**src/rtl/p_mul_arbiter_pkg.sv**
```systemverilog
// p_mul_arbiter_pkg: shared FSM state encodings and pack-width codes for the p_mul arbiter
package p_mul_arbiter_pkg;
  typedef enum logic [1:0] {
    ST_IDLE = 2'd0,
    ST_RUN  = 2'd1,
    ST_RESP = 2'd2
  } state_t;
  localparam logic [4:0] PW_32 = 5'b00001;
  localparam logic [4:0] PW_16 = 5'b00010;
  localparam logic [4:0] PW_8  = 5'b00100;
  localparam logic [4:0] PW_4  = 5'b01000;
  localparam logic [4:0] PW_2  = 5'b10000;
  function automatic logic pw_legal(input logic [4:0] pw);
    return (pw == PW_32) || (pw == PW_16);
  endfunction
endpackage

```
**src/rtl/p_mul_rr_arb.sv**
```systemverilog
// p_mul_rr_arb: combinational round-robin picker, first valid request at or after i_ptr
//   i_req   : per-requester valid
//   i_ptr   : round-robin start index (register lives in the parent)
//   o_grant : one-hot grant, zero when nothing is requested
//   o_idx   : encoded index of the granted requester
module p_mul_rr_arb #(
  parameter int NREQ = 2,
  parameter int IDW = 2
) (
  input  logic [NREQ-1:0] i_req,
  input  logic [IDW-1:0]  i_ptr,
  output logic [NREQ-1:0] o_grant,
  output logic [IDW-1:0]  o_idx
);
  logic [NREQ-1:0] w_rot;
  logic w_any;
  // rotate so bit 0 is the requester at i_ptr; the lowest set bit then wins
  assign w_rot = NREQ'({i_req, i_req} >> i_ptr);
  always_comb begin
    o_idx = '0;
    w_any = 1'b0;
    for (int k = NREQ - 1; k >= 0; k--) begin
      if (w_rot[k]) begin
        o_idx = IDW'((32'(i_ptr) + 32'(k)) % NREQ);
        w_any = 1'b1;
      end
    end
  end
  assign o_grant = w_any ? NREQ'(1) << o_idx : '0;
endmodule

```
**src/rtl/p_mul_arbiter.sv**
```systemverilog
// p_mul_arbiter: round-robin front end sharing one p_mul multiplier between NREQ requesters
//   i_clock/i_reset/i_flush : clock, async active-high reset, synchronous abort
//   i_req_* / o_req_ready   : per-requester op, pack width and operands; one-hot grant
//   o_rsp_* / i_rsp_ready   : buffered response with requester id, error flag and data
//   o_mul_* / i_mul_*       : registered operands and valid/ready handshake to the multiplier
module p_mul_arbiter
  import p_mul_arbiter_pkg::*;
#(
  parameter int NREQ = 2,
  parameter int IDW = 2,
  parameter int WDOG_MAX = 40
) (
  input  logic              i_clock,
  input  logic              i_reset,
  input  logic              i_flush,
  input  logic [NREQ-1:0]   i_req_valid,
  output logic [NREQ-1:0]   o_req_ready,
  input  logic [NREQ-1:0]   i_req_mul_l,
  input  logic [NREQ-1:0]   i_req_mul_h,
  input  logic [NREQ-1:0]   i_req_clmul,
  input  logic [5*NREQ-1:0] i_req_pw,
  input  logic [32*NREQ-1:0] i_req_crs1,
  input  logic [32*NREQ-1:0] i_req_crs2,
  output logic              o_rsp_valid,
  input  logic              i_rsp_ready,
  output logic [IDW-1:0]    o_rsp_id,
  output logic              o_rsp_err,
  output logic [31:0]       o_rsp_data,
  output logic              o_mul_valid,
  input  logic              i_mul_ready,
  output logic              o_mul_l,
  output logic              o_mul_h,
  output logic              o_clmul,
  output logic [4:0]        o_mul_pw,
  output logic [31:0]       o_mul_crs1,
  output logic [31:0]       o_mul_crs2,
  input  logic [31:0]       i_mul_result
);
  localparam int WDW = $clog2(WDOG_MAX + 1);
  state_t r_state;
  logic [IDW-1:0] r_ptr, r_id;
  logic r_mul_l, r_mul_h, r_clmul, r_mul_valid, r_rsp_valid, r_rsp_err;
  logic [4:0] r_pw;
  logic [31:0] r_crs1, r_crs2, r_rsp_data;
  logic [WDW-1:0] r_wdog;
  logic [NREQ-1:0] w_grant;
  logic [IDW-1:0] w_idx, w_ptr_nxt;
  logic w_l, w_h, w_c;
  logic [4:0] w_pw;
  logic [31:0] w_crs1, w_crs2;

  p_mul_rr_arb #(.NREQ(NREQ), .IDW(IDW)) u_arb (
    .i_req  (i_req_valid),
    .i_ptr  (r_ptr),
    .o_grant(w_grant),
    .o_idx  (w_idx)
  );

  // one-hot grant turns the operand select into a plain AND-OR mux
  always_comb begin
    w_l = 1'b0;
    w_h = 1'b0;
    w_c = 1'b0;
    w_pw = '0;
    w_crs1 = '0;
    w_crs2 = '0;
    for (int k = 0; k < NREQ; k++) begin
      w_l = w_l | (w_grant[k] & i_req_mul_l[k]);
      w_h = w_h | (w_grant[k] & i_req_mul_h[k]);
      w_c = w_c | (w_grant[k] & i_req_clmul[k]);
      w_pw = w_pw | (w_grant[k] ? i_req_pw[k*5 +: 5] : 5'd0);
      w_crs1 = w_crs1 | (w_grant[k] ? i_req_crs1[k*32 +: 32] : 32'd0);
      w_crs2 = w_crs2 | (w_grant[k] ? i_req_crs2[k*32 +: 32] : 32'd0);
    end
  end

  assign w_ptr_nxt = (w_idx == IDW'(NREQ - 1)) ? '0 : w_idx + 1'b1;
  // grants are only offered in IDLE and never while reset is held
  assign o_req_ready = (r_state == ST_IDLE && !i_reset) ? w_grant : '0;

  always_ff @(posedge i_clock or posedge i_reset) begin
    if (i_reset) begin
      r_state <= ST_IDLE;
      r_ptr <= '0;
      r_id <= '0;
      r_mul_l <= 1'b0;
      r_mul_h <= 1'b0;
      r_clmul <= 1'b0;
      r_pw <= '0;
      r_crs1 <= '0;
      r_crs2 <= '0;
      r_wdog <= '0;
      r_mul_valid <= 1'b0;
      r_rsp_valid <= 1'b0;
      r_rsp_err <= 1'b0;
      r_rsp_data <= '0;
    end else if (i_flush) begin
      r_state <= ST_IDLE;
      r_mul_valid <= 1'b0;
      r_rsp_valid <= 1'b0;
    end else begin
      case (r_state)
        ST_IDLE: begin
          if (|w_grant) begin
            r_id <= w_idx;
            r_ptr <= w_ptr_nxt;
            r_mul_l <= w_l;
            r_mul_h <= w_h;
            r_clmul <= w_c;
            r_pw <= w_pw;
            r_crs1 <= w_crs1;
            r_crs2 <= w_crs2;
            r_wdog <= '0;
            r_rsp_err <= !pw_legal(w_pw);
            r_rsp_data <= '0;
            r_state <= pw_legal(w_pw) ? ST_RUN : ST_RESP;
            r_mul_valid <= pw_legal(w_pw);
            r_rsp_valid <= !pw_legal(w_pw);
          end
        end
        ST_RUN: begin
          // a finish in the expiry cycle still counts as success
          if (i_mul_ready || r_wdog == WDW'(WDOG_MAX - 1)) begin
            r_state <= ST_RESP;
            r_mul_valid <= 1'b0;
            r_rsp_valid <= 1'b1;
            r_rsp_err <= !i_mul_ready;
            r_rsp_data <= i_mul_ready ? i_mul_result : 32'd0;
          end else begin
            r_wdog <= r_wdog + 1'b1;
          end
        end
        ST_RESP: begin
          if (i_rsp_ready) begin
            r_state <= ST_IDLE;
            r_rsp_valid <= 1'b0;
          end
        end
        default: r_state <= ST_IDLE;
      endcase
    end
  end

  assign o_mul_valid = r_mul_valid;
  assign o_mul_l = r_mul_l;
  assign o_mul_h = r_mul_h;
  assign o_clmul = r_clmul;
  assign o_mul_pw = r_pw;
  assign o_mul_crs1 = r_crs1;
  assign o_mul_crs2 = r_crs2;
  assign o_rsp_valid = r_rsp_valid;
  assign o_rsp_id = r_id;
  assign o_rsp_err = r_rsp_err;
  assign o_rsp_data = r_rsp_data;
endmodule

```
**config.mk**
```make
export PLATFORM = sky130hd
export DESIGN_NAME = p_mul_arbiter
export DESIGN_NICKNAME = d
export VERILOG_FILES = /design/src/rtl/p_mul_arbiter_pkg.sv /design/src/rtl/p_mul_rr_arb.sv /design/src/rtl/p_mul_arbiter.sv
export SDC_FILE = /design/constraint.sdc
export NUM_CORES = 1
export LEC_CHECK = 0
export ABC_CLOCK_PERIOD_IN_PS = 6500
export BUFFER_PORTS_ARGS = -buffer_cell sky130_fd_sc_hd__buf_4
export CELL_PAD_IN_SITES_DETAIL_PLACEMENT = 0
export CELL_PAD_IN_SITES_GLOBAL_PLACEMENT = 1
export CORE_ASPECT_RATIO = 2
export CORE_MARGIN = 4
export CORE_UTILIZATION = 34
export CTS_BUF_LIST = sky130_fd_sc_hd__clkbuf_8 sky130_fd_sc_hd__clkbuf_16
export DETAILED_ROUTE_END_ITERATION = 16
export PLACE_DENSITY_LB_ADDON = 0.1
export SETUP_SLACK_MARGIN = 0.2
export SYNTH_ARGS = -nofsm -noshare
export SYNTH_HDL_FRONTEND = slang
export SYNTH_SLANG_ARGS = --single-unit
```
**constraint.sdc**
```tcl
create_clock -name i_clock -period 6.5 [get_ports i_clock]
set_clock_uncertainty 0.1 [all_clocks]
set_input_delay 0.65 -clock i_clock [delete_from_list [all_inputs] [get_ports i_clock]]
set_output_delay 0.65 -clock i_clock [all_outputs]
set_load 0.02 [all_outputs]
```
==> impl_metrics.py, run 1 <==
metrics = {
    "clock_tree": {
        "post_cts_buffers": 0,
        "root_buffer": "clkbuf_16",
        "cts_tree": "done",
        "cts.reportedPaths.clkPinSlew_ns": 0.06,
        "ctsHoldBuffers": 0,
        "worstSkewPairLatency_ns": 0.41,
        "clockBufferDepth": 2,
        "cts.repair.resized": 0,
        "cts_buffers": 17,
        "cts_htree_levels": 4,
        "cts.sinks": 117,
    },
    "route": {
        "drt-initial-drc-count": 177,
        "dr_wl_met2_mm": 9.69,
        "met3_length_mm": 1.69,
        "drt-total-wl_mm": 17.7,
        "drc_errors": 0,
        "wl_met1_mm": 5.97,
        "routedWlPerCell_um": 17.0,
        "ant_nets": 0,
        "highest_layer": "met4",
        "avgViaCountPerCell": 4.94,
        "first_pass_iters": 4,
        "dr_total_vias": 5133,
    },
    "final_layout": {
        "fin_nets": 1017,
        "final_cells": 1039,
        "multi_input_area_sq_mm": 0.00208,
        "layout-drive-gt1-share": 0.409,
        "syn2layout_area_growth_pct": 55.9,
        "ff_latch_area_sq_mm": 0.00293,
        "nFillCells": 1431,
    },
    "yosys": {
        "synth_area_leaders": "dfrtp_1, nand2_1, a22oi_1",
        "syn_area_sq_mm": 0.00517,
        "synthFlopType": "dfrtp_1",
        "ys_ff_latch": 117,
        "ys_seq_area_frac": 0.566,
        "synthDominantCellAreaShare": 0.566,
        "yosysMostFrequentCell": "nand2_1",
        "synth_commonest_cells": "nand2_1, dfrtp_1, nor2_1",
        "synth-edff-count": 0,
        "yosysWarnings": 0,
        "synth_cells": 552,
        "synth_area_per_cell_sq_um": 9.37,
        "yosysTopAreaCell": "dfrtp_1",
        "async_flop_share": 1.00,
        "yosys.cell_types.count": 45,
        "syn_nets": 739,
    },
    "timing": {
        "tightest_slew_ns": 1.23,
        "setup_ws_ns": 3.72,
        "relSlewSlack": 0.177,
        "max_freq_mhz": 359,
        "finalSetupTns_ns": 0,
        "hold_viol": 0,
        "whs_ns": 0.265,
        "drv_slew": 0,
        "period_share": 0.428,
        "final-setup-viol-count": 0,
        "layout_min_cycle_time_ns": 2.78,
        "rsz0062_at_grt": "false",
    },
    "setup_path": {
        "crit_required_ns": 6.74,
        "critPathArrivalTime_ns": 3.02,
        "worst_setup_path_start_kind": "flip-flop",
        "crit_fanout": 32,
        "worst-setup-path-type": "flip-flop to flip-flop",
        "critPathCaptureType": "flip-flop",
    },
    "global_route": {
        "grt_pass1_wl_mm": 27.0,
        "antenna_found_initial": 1,
        "grt_max_degree": 65,
        "overflow": 0,
        "grt_pass1_vias": 5345,
        "grt_use_total": 0.202,
    },
    "place": {
        "dp.cells": 1006,
        "place_congestion": 0.780,
        "dp_slack_ns": 3.60,
        "io_buffers": 292,
        "dp.final_hpwl_mm": 13.5,
    },
    "status": {
        "status": "finished clean",
    },
    "job": {
        "maxCapViolations": 0,
    },
    "power": {
        "powerDensity_mw_per_mm2": 394,
        "leakage_nw": 4.18,
        "peakVddDrop_mv": 0.209,
        "power.total_mw": 3.18,
    },
    "floorplanning": {
        "initial_core_util": 0.347,
        "die-area_sq_mm": 0.0174,
        "io_pins": 294,
        "die_w_um": 95.2,
        "core_area_sq_mm": 0.0149,
        "die_h_um": 182,
        "row_count": 63,
    },
    "min_path": {
        "hp-class": "primary input to asynchronous set/reset pin",
    },
}
placed cells by master (no fill, tap or decap), types with 6 or more instances in the layout:
| cell type | n |
|---|---|
| buf_4 | 299 |
| nand2_1 | 150 |
| dfrtp_1 | 117 |
| nor2_1 | 72 |
| a22oi_1 | 39 |
| nand3_1 | 35 |
| a221oi_1 | 30 |
| clkbuf_16 | 17 |
| o21ai_0 | 8 |
| clkinvlp_4 | 6 |
state kept, by name, indices dropped and copies added (netlist names), 2 cells and up:
name	cells
o_mul_crs1	32
o_mul_crs2	32
o_mul_pw	5
r_wdog	6
r_state	2
o_rsp_data	32
critical path: stages, from the launching register on:
cell	delay (ns)
dfrtp_1	0.40
inv_1	0.09
ha_1	0.35
nor2_1	0.16
or3_1	0.37
nor2_2	0.94
nand3_1	0.19
nand2_1	0.12
final timing paths:
kind	from	to	slack [ns]	cells past startpoint
worst min register to register	o_rsp_data[20]	o_rsp_data[20]	0.37	2
min in group i_clock	i_mul_result[5]	o_rsp_data[5]	0.36	3
worst min-delay path	i_reset	o_rsp_valid	0.26	2
worst max-delay path	r_state[1]	o_rsp_data[1]	3.72	7
worst max register to register	r_state[1]	o_rsp_data[1]	3.72	7
max in group asynchronous	i_reset	o_mul_crs1[3]	4.79	3
layout make-up:
cell class,instances,share of cell area
Sequential cell,117,0.363
Timing Repair Buffer,299,0.278
Multi-Input combinational cell,390,0.258
Clock buffer,18,0.0545
Tap cell,195,0.0303
Clock inverter,14,0.0129
Inverter,5,0.00264
Antenna cell,1,0.000310
cells by family (layout without fill, tap and decap cells):
family	Yosys count	in the layout	synth area share
flops	117	117	0.566
xor+xnor	3	3	0.00508
buf+inv	45	336	0.0375
simple gates	282	282	0.228
fa+ha+maj	4	4	0.00968
other cells	1	2	0.000725
compound gates	100	100	0.153
report_power, final:
group	leakage, nW	switching (mW)	internal (mW)
Combinational	2.45	0.734	0.504
Sequential	1.47	0.137	0.958
Clock	0.251	0.349	0.498
Total	4.18	1.22	1.96
per-stage QoR:
step / cell area, sq um / utilization
4_1_cts: 8060 / 0.541
3_5_place_dp: 7520 / 0.505
2_1_floorplan: 5170 / -
6_report: 8060 / 0.541
3_3_place_gp: 7520 / 0.505
5_1_grt: 8060 / 0.541
layer usage:
layer,GRT usage,up-vias
met4,0.0735,0
li1,-,2462
met5,0,-
met1,0.207,2430
met3,0.0734,18
met2,0.365,223
No activity file was read; power rests on OpenSTA's default activity.
==> run 2: changes to the inputs <==
--- a/config.mk
+++ b/config.mk
@@ -5,13 +5,13 @@
 export SDC_FILE = /design/constraint.sdc
 export NUM_CORES = 1
 export LEC_CHECK = 0
-export ABC_CLOCK_PERIOD_IN_PS = 6500
+export ABC_CLOCK_PERIOD_IN_PS = 2800
 export BUFFER_PORTS_ARGS = -buffer_cell sky130_fd_sc_hd__buf_4
 export CELL_PAD_IN_SITES_DETAIL_PLACEMENT = 0
 export CELL_PAD_IN_SITES_GLOBAL_PLACEMENT = 1
 export CORE_ASPECT_RATIO = 2
 export CORE_MARGIN = 4
-export CORE_UTILIZATION = 34
+export CORE_UTILIZATION = 31
 export CTS_BUF_LIST = sky130_fd_sc_hd__clkbuf_8 sky130_fd_sc_hd__clkbuf_16
 export DETAILED_ROUTE_END_ITERATION = 16
 export PLACE_DENSITY_LB_ADDON = 0.1
==> constraint.sdc (replaced) <==
create_clock -name i_clock -period 2.8 [get_ports i_clock]
set_clock_uncertainty 0.1 [all_clocks]
set_input_delay 0.28 -clock i_clock [delete_from_list [all_inputs] [get_ports i_clock]]
set_output_delay 0.28 -clock i_clock [all_outputs]
set_load 0.02 [all_outputs]
==> run 2 against run 1 <==
Combinational power is 140% higher. Critical endpoint is now o_mul_crs2[14]. Largest cell class is now non-clock buffers. Critical path depth stayed put. Via count up 8.0%. Maximum frequency rose by 23%. Sequential power up 130%. Die area increased by 9.0%.
==> impl_metrics.py, run 2 (synthesis results as in run 1) <==
metrics = {
    "status": {
        "status": "finished clean",
    },
    "clock_tree": {
        "cts_tree": "done",
        "clockBufferDepth": 2,
        "post_cts_buffers": 0,
        "worstSkewPairLatency_ns": 0.41,
        "root_buffer": "clkbuf_16",
        "cts_buffers": 17,
        "ctsHoldBuffers": 99,
        "cts.reportedPaths.clkPinSlew_ns": 0.06,
        "cts.sinks": 117,
        "cts_htree_levels": 4,
        "cts.repair.resized": 0,
    },
    "route": {
        "routedWlPerCell_um": 16.3,
        "first_pass_iters": 4,
        "avgViaCountPerCell": 4.82,
        "drt-total-wl_mm": 18.7,
        "drt-initial-drc-count": 165,
        "ant_nets": 0,
        "drc_errors": 0,
        "dr_total_vias": 5545,
    },
    "place": {
        "io_buffers": 292,
        "dp.final_hpwl_mm": 13.6,
        "place_congestion": 0.803,
        "place_area_sq_mm": 0.00757,
    },
    "global_route": {
        "grt_max_degree": 83,
        "grt_pass1_vias": 5724,
        "antenna_found_initial": 0,
        "grt_use_total": 0.197,
        "grt_pass1_wl_mm": 29.4,
        "overflow": 0,
    },
    "final_layout": {
        "insertedDiodeCount": 0,
        "design_area_sq_mm": 0.00915,
        "fin_nets": 1121,
        "syn2layout_area_growth_pct": 76.9,
        "post-route-util": 0.560,
        "nFillCells": 1473,
        "final_common_cell": "buf_4",
        "layout_common_cells": "buf_4, nand2_1, dfrtp_1",
        "layout-drive-gt1-share": 0.367,
    },
    "floorplanning": {
        "row_count": 66,
        "die-area_sq_mm": 0.0189,
        "core_area_sq_mm": 0.0164,
        "die_h_um": 191,
        "io_pins": 294,
        "die_w_um": 99.3,
        "initial_core_util": 0.316,
    },
    "power": {
        "leakage_nw": 4.66,
        "powerDensity_mw_per_mm2": 845,
        "peakVddDrop_mv": 0.446,
    },
    "min_path": {
        "hold_path_depth": 3,
        "hp-class": "primary input to flip-flop",
    },
    "timing": {
        "tightest_slew_ns": 1.07,
        "max_freq_mhz": 441,
        "layout_min_cycle_time_ns": 2.27,
        "period_share": 0.810,
        "hold_viol": 0,
        "rsz0062_at_grt": "false",
        "relSlewSlack": 0.286,
        "drv_slew": 0,
        "final-setup-viol-count": 0,
    },
    "setup_path": {
        "worst_setup_path_start_kind": "flip-flop",
        "r2r_cells": 7,
        "critPathCaptureType": "flip-flop",
        "worst-setup-path-type": "flip-flop to flip-flop",
        "crit_required_ns": 2.98,
        "critPathArrivalTime_ns": 2.45,
        "crit_fanout": 44,
    },
    "job": {
        "maxCapViolations": 0,
    },
}
-- run 2: cell count changes in the layout (fill, tap and decap cells not counted), sizes merged --
cell	change
diode	-1
bufinv	+3
inv	-2
clkbuf	+1
dlygate4sd3	+99
clkinvlp	-3
buf	+5
-- run 2: report_power, final --
group          internal (mW)  switching [mW]
clock                   1.42           0.756
combinational           1.27            1.74
sequential              2.23           0.313
total                   4.92            2.81
-- run 2: metrics by stage --
stage	setup slack (ns)	cells	setup TNS (ns)	hold slack [ns]	total power, mW
2_1_floorplan	-0.0624	552	-0.125	0.313	4.06
6_report	0.531	1150	0	0.0194	7.73
3_5_place_dp	0.487	1020	0	0.358	5.51
5_1_grt	0.327	1150	0	0.0152	8.19
3_3_place_gp	0.522	1020	0	0.352	5.47
4_1_cts	0.474	1150	0	0.000790	7.85
-- run 2: critical path, cell delays in order, from the launching register on --
cell and delay, ns:
dfrtp_1 0.38, inv_1 0.10, ha_1 0.30, nor2b_1 0.29
o21ai_4 0.17, buf_4 0.29, a221oi_1 0.41, nor2_1 0.07
-- run 2: per-layer routing --
layer / share of wire / up-vias / global-route usage
met4: 0.029 / 0 / 0.0805
li1: - / 2674 / -
met5: 0 / - / 0
met3: 0.086 / 31 / 0.0688
met1: 0.35 / 2606 / 0.205
met2: 0.53 / 234 / 0.355
-- run 2: final timing paths --
check / from / end / slack, ns
worst max-delay path: r_state[0] / o_mul_crs2[14] / 0.53
worst min-delay path: i_req_crs2[58] / o_mul_crs2[26] / 0.02
worst max register to register: r_state[0] / o_mul_crs2[14] / 0.53
worst min register to register: o_mul_crs1[28] / o_mul_crs1[28] / 0.36
max in group asynchronous: i_reset / o_mul_crs2[30] / 1.13
min in group asynchronous: i_reset / r_state[0] / 0.53
-- run 2: area by class of cell --
type | count | area (sq um) | area share
well taps | 204 | 255 | 0.0279
repair buffers | 403 | 3270 | 0.358
inverters | 5 | 22.5 | 0.00246
multi-input cells | 390 | 2080 | 0.227
clock inverters | 12 | 138 | 0.0150
clock buffers | 19 | 453 | 0.0495
flip-flops and latches | 117 | 2930 | 0.320
